`config.mk`:
```
export PLATFORM = sky130hd
export DESIGN_NAME = iomem_arbiter
export DESIGN_NICKNAME = d
export VERILOG_FILES = /design/src/rtl/iomem_arbiter.sv
export SDC_FILE = /design/constraint.sdc
export NUM_CORES = 1
export LEC_CHECK = 0
export ABC_AREA = 1
export BUFFER_PORTS_ARGS = -buffer_cell sky130_fd_sc_hd__buf_2
export CORE_AREA = 2 2 122 124
export CTS_CLUSTER_SIZE = 28
export DETAILED_ROUTE_END_ITERATION = 6
export DIE_AREA = 0 0 124 126
export GPL_ROUTABILITY_DRIVEN = 0
export GPL_TIMING_DRIVEN = 0
export REMOVE_ABC_BUFFERS = 1
export SLEW_MARGIN = 25
export SYNTH_ARGS = -nofsm -noshare
export SYNTH_HDL_FRONTEND = slang
export SYNTH_SLANG_ARGS = --single-unit
```
`constraint.sdc`:
```
create_clock -name clk -period 5 [get_ports clk]
set_input_delay 1.5 -clock clk [delete_from_list [all_inputs] [get_ports clk]]
set_output_delay 1.5 -clock clk [all_outputs]
set_load 0.01 [all_outputs]
```
`src/rtl/iomem_arbiter.sv`:
```
// Two-master arbiter in front of a single picosoc-style iomem slave port.
// Grant is held for a whole transaction; a watchdog completes accesses the slave never acknowledges.
module iomem_arbiter #(
    parameter bit          FIXED_PRIO_M1  = 1'b0,
    parameter int unsigned TIMEOUT_CYCLES = 255,
    parameter logic [31:0] TIMEOUT_DATA   = 32'hFFFF_FFFF
) (
    input  logic        clk,
    input  logic        resetn,
    input  logic        m0_valid,
    output logic        m0_ready,
    input  logic [3:0]  m0_wstrb,
    input  logic [31:0] m0_addr,
    input  logic [31:0] m0_wdata,
    output logic [31:0] m0_rdata,
    input  logic        m1_valid,
    output logic        m1_ready,
    input  logic [3:0]  m1_wstrb,
    input  logic [31:0] m1_addr,
    input  logic [31:0] m1_wdata,
    output logic [31:0] m1_rdata,
    output logic        s_valid,
    input  logic        s_ready,
    output logic [3:0]  s_wstrb,
    output logic [31:0] s_addr,
    output logic [31:0] s_wdata,
    input  logic [31:0] s_rdata,
    output logic [1:0]  grant,
    output logic        timeout_err,
    input  logic        err_clr
);
    localparam int TW_RAW = $clog2(TIMEOUT_CYCLES + 1);
    localparam int TW     = (TW_RAW < 1) ? 1 : TW_RAW;
    localparam logic [TW-1:0] TMAX = TW'((TIMEOUT_CYCLES == 0) ? 0 : TIMEOUT_CYCLES - 1);
    localparam bit WDOG_EN = (TIMEOUT_CYCLES != 0);

    typedef enum logic [1:0] {IDLE, BUSY_M0, BUSY_M1} state_t;

    state_t        state_q;
    logic          last_q;      // 0 = M0 served last, 1 = M1
    logic [TW-1:0] timer_q;
    logic          err_q;

    logic busy, sel_m1, cur_valid, done, expire, pick_m1;

    assign busy      = (state_q != IDLE);
    assign sel_m1    = (state_q == BUSY_M1);
    assign cur_valid = sel_m1 ? m1_valid : m0_valid;
    assign done      = busy && cur_valid && s_ready;
    assign expire    = WDOG_EN && busy && cur_valid && !s_ready && (timer_q == TMAX);
    // Tie goes to M1 under fixed priority, otherwise to whoever was not served last.
    assign pick_m1   = m1_valid && (!m0_valid || FIXED_PRIO_M1 || !last_q);

    assign grant       = {state_q == BUSY_M1, state_q == BUSY_M0};
    assign timeout_err = err_q;

    assign s_valid = busy && cur_valid && !expire;
    assign s_addr  = !busy ? 32'h0 : (sel_m1 ? m1_addr  : m0_addr);
    assign s_wdata = !busy ? 32'h0 : (sel_m1 ? m1_wdata : m0_wdata);
    assign s_wstrb = !busy ? 4'h0  : (sel_m1 ? m1_wstrb : m0_wstrb);

    assign m0_ready = (state_q == BUSY_M0) && (done || expire);
    assign m1_ready = (state_q == BUSY_M1) && (done || expire);
    assign m0_rdata = (state_q != BUSY_M0) ? 32'h0 : (expire ? TIMEOUT_DATA : s_rdata);
    assign m1_rdata = (state_q != BUSY_M1) ? 32'h0 : (expire ? TIMEOUT_DATA : s_rdata);

    always_ff @(posedge clk or negedge resetn) begin
        if (!resetn) begin
            state_q <= IDLE;
            last_q  <= 1'b1;
            timer_q <= '0;
            err_q   <= 1'b0;
        end else begin
            case (state_q)
                IDLE: begin
                    timer_q <= '0;
                    if (m0_valid || m1_valid)
                        state_q <= pick_m1 ? BUSY_M1 : BUSY_M0;
                end
                default: begin
                    if (!cur_valid) begin
                        // master abandoned the request: release without touching last
                        state_q <= IDLE;
                        timer_q <= '0;
                    end else if (s_ready || expire) begin
                        state_q <= IDLE;
                        last_q  <= sel_m1;
                        timer_q <= '0;
                    end else if (WDOG_EN) begin
                        timer_q <= timer_q + TW'(1);
                    end
                end
            endcase
            if (expire)
                err_q <= 1'b1;
            else if (err_clr)
                err_q <= 1'b0;
        end
    end
endmodule

```
# Word level (Yosys, flattened, before mapping)
# Cells that the tools add are included.
[totals] in_bits=174 out_inout_bits=138 ff_bits=12
[classes] n_eq_ne=7 add_sub_neg=1 n_mux=20 reduce_logical=21 n_bitwise=1
[ops] op="2-to-1 mux 32 bit" n=7
[ops] op="2-to-1 mux 8 bit" n=3
[ops] op="2-to-1 mux 2 bit" n=5
[ops] op="adder 8 x 1 -> 8 bit, second input constant" n=1
[ops] op="equality test 8 bit, second input constant" n=1
[ops] op="logical AND 1 bit" n=8
[ops] op="2-to-1 mux 4 bit" n=2
[ops] op="zero test 1 bit" n=4
[ops] op="logical OR 1 bit" n=4
[ops] op="inequality test 2 bit, second input constant" n=2
[ops] op="nonzero test 2 bit" n=2
[ops] op="2-to-1 mux 1 bit" n=3
[ops] op="inequality test 3 x 1 -> 1 bit, second input constant" n=1
[ops] op="AND reduction 3 bit" n=1
[ops] op="equality test 2 x 1 -> 1 bit, second input constant" n=1
[ops] op="equality test 2 bit, second input constant" n=1
[ops] op="zero test 2 bit" n=1
[ops] op="inequality test 2 x 1 -> 1 bit, second input constant" n=1
[ops] op="AND reduction 2 bit" n=1
[ops] op="NOT 1 bit" n=1

# Longest topological paths before layout
[logic_depth] depth_word=9 mapped_depth=9 depth_no_buf=9

# Worst setup path before layout
# Ideal clock, no wire load.
[synth_timing] path_type="input to output" start="input m1_valid" end="output m0_rdata[23]" stages=6 t_arrival_ns=2.286 slack_ns=1.214 required_time_ns=3.500 path_cell_list="nand3_1 > nand2_2 > nand4_1 > buf_6 > buf_6 > a21oi_1"
[synth_between] elab_chain_cells=6
[synth_lines] element="from (decl)" line="16" text="input logic m1_valid,"
[synth_lines] element="2-to-1 mux 1 bit" line="48" text="assign cur_valid = sel_m1 ? m1_valid : m0_valid;"
[synth_lines] element="logical AND 1 bit (3 in series)" line="50" text="assign expire = WDOG_EN && busy && cur_valid && !s_ready && (timer_q == TMAX);"
[synth_lines] element="2-to-1 mux 32 bit (2 in series)" line="64" text="assign m0_rdata = (state_q != BUSY_M0) ? 32'h0 : (expire ? TIMEOUT_DATA : s_rdata);"
[synth_lines] element="to (decl)" line="15" text="output logic [31:0] m0_rdata,"
# No other way between the ends.

# Worst setup path after layout
[layout_timing] start="input m1_valid" end="output m1_rdata[29]"
[layout_between] elab_chain_cells=6
[layout_lines] element="2-to-1 mux 1 bit" line="48"
[layout_lines] element="logical AND 1 bit (3 in series)" line="50"
[layout_lines] element="2-to-1 mux 32 bit (2 in series)" line="65" text="assign m1_rdata = (state_q != BUSY_M1) ? 32'h0 : (expire ? TIMEOUT_DATA : s_rdata);"
[layout_lines] element="to (decl)" line="21" text="output logic [31:0] m1_rdata,"
# No other way between the ends.

==> qor.txt <==
outcome = finished clean
WS Path Type = primary input to output port
Hold Violations, Final = 0
most numerous cell in the Yosys netlist = a22o_1
CP startpoint = m1_valid
post-CTS sizing = 0
clock sink total = 12
antenna violations before repair = 3
input/output buffers = 311
crit path time final = 4600 ps
H-tree Lvls = 1
area grow syn2layout = 96.6%
Synth Area per Inst = 6.78 um^2
Worst-Margin Slew = 943 ps
Layout Nets = 755
crit path capture type = output port
max cap viols = 0
Slew HR = 36.7%
Hold WC Path Type = flop to flop
startpoint types = primary input
post-synth top area cell = a22o_1
busiest grt layer = met2
synth unique cells = 25
post-CTS setup buffer count = 0
wire per inst = 13.5 um
met1 Usage GRT = 15.3%
Ys Warns = 0
r2r setup slk = 3630 ps
achievable frequency = 0.217 GHz
flip-flop and latch count after synthesis = 12
leakage = 2.35 nW
grt met2 use = 19.4%
Core Footprint = 14,300 um^2
layout cell share with drive strength beyond 1 = 59.2%
cell row count = 44
Root Driver = clkbuf_16
total power draw = 1.70 mW
CP Max Fanout = 17
maximum vdd drop = 0.312 mV
largest net degree at the start of global routing = 69
CTS tree = built
Hold Crit Start = last_q$_DFFE_PN1P_
pre-CTS setup slack = 145 ps
Final WS setup = 395 ps
top_reg_cell synth = dfrtp_1
I/O pin cnt = 312
die area = 15,600 um^2
top post-synthesis cells by area = a22o_1 (31%), a21oi_1 (14%), dfrtp_1 (14%)
Post-Syn Instances = 283
ys async rst share = 100%
synth cell count leaders = a22o_1 (68), a21oi_1 (55), inv_1 (46), nand2_1 (24), nor2_1 (15)
Power Density = 452 nW/um^2
fin. max-slew vios = 0
Yosys top cell area share = 31.1%
TritonRoute pass-1 iters = 4
Die Ht = 126 um
total global routing overflow = 0
Seq/Total Area, Yosys = 15.7%
CTS Hold Bufs = 0
Clk pin slew, worst setup/hold paths = 40 ps
Clock Tree Buf Depth = 2
routed via count = 3,157
clk_skew = 2.15 ps
vias in the first global route = 2,635
first-pass GRT wire length = 14,400 um
synthesized area = 1920 um^2
Routed Antenna Nets = 0
DR iter-0 viols = 114
Starting Density = 13.4%
required time of the critical path = 3500 ps
RSZ-0062 raised after global routing = no
Arr. time, crit path = 3100 ps
die width = 124 um
CTS buffer count = 3
final number of setup-violating endpoints = 0
Via density = 4.13
Total Routed Length = 10,400 um
Worst-Skew Late Latency = 240 ps
Final period util = 92.1%
DR DRC count = 0
met3 track utilization from global routing = 2.72%
Post-synth EDFFs = 0
Detail Placement HPWL = 8770 um
GRT Total Usage = 11.5%
worst r2r src = timer_q[0]$_DFF_PN0_
==> cell families after synthesis <==
kind of cell,share of synthesized area (%)
DFF,15.7
AOI/OAI and AO/OA,51.1
buffers and inverters,18.5
and+or+nand+nor,12.5
xor gates and xnor gates,0.913
adders and majority gates,1.30
==> power by group <==
group | internal [mW] | leakage (nW) | switching (mW)
Sequential | 0.116 | 0.160 | 0.0233
Combinational | 0.617 | 2.15 | 0.802
Clock | 0.107 | 0.0382 | 0.0381
==> through the flow <==
step                utilization [%]  setup TNS, ps  hold slack, ps  area, um^2  instances
CTS                            26.2              0             470        3750        760
global placement               24.6        -166700             453        3530        749
floorplan                         -         -33430             442        1740        254
finish                         26.3              0             466        3770        765
global route                   26.3              0             478        3770        763
detailed placement             25.6              0             463        3670        756
==> cell usage in the layout, fill, tap and decap left out, types with 2 or more instances in the layout <==
cell type and count:
buf_6 2, nor3_1 3, buf_4 2, buf_16 3, ha_1 2, dfrtp_1 10, a21oi_2 11, nand3_1 6
a21oi_1 55, nand2_1 24, nor2_1 15, clkbuf_16 3, diode_2 3, buf_2 311, inv_2 2, a22o_1 68
inv_1 44, nand4_1 3, buf_8 2
==> final cells by class <==
class / instances / area, um^2
fillers: 1596 / 10500
flip-flops and latches: 12 / 305
diodes: 3 / 7.51
clock buffers: 4 / 78.8
multi-input cells: 195 / 1270
inverters: 47 / 176
repair buffers: 320 / 1710
well taps: 184 / 230
==> worst max-delay path: stages <==
cell and delay (ps):
buf_2 110, nand3_1 90, nand2_2 120, nand4_1 220, buf_8 230, buf_6 150, buf_6 160, buf_8 160
a21oi_1 180, buf_2 170
==> flip-flops by register name (all words and copies together) (netlist names) <==
name / count
last_q: 1
timeout_err: 1
state_q: 2
timer_q: 8
==> final timing paths <==
| kind | end | cells after the start |
|---|---|---|
| max | m1_rdata[29] | 10 |
| min | last_q$_DFFE_PN1P_ | 2 |
| max reg2reg | timeout_err$_DFFE_PN0P_ | 7 |
| min reg2reg | last_q$_DFFE_PN1P_ | 2 |
| max in group asynchronous | last_q$_DFFE_PN1P_ | 1 |
| min in group asynchronous | timer_q[7]$_DFF_PN0_ | 1 |
==> per-layer routing <==
| layer | share of wire, % | vias up |
|---|---|---|
| met5 | 0 | - |
| met3 | 10 | 6 |
| met1 | 41 | 1416 |
| met4 | 0.37 | 0 |
| li1 | - | 1599 |
| met2 | 48 | 136 |
Power figures use the tool's default switching activity.
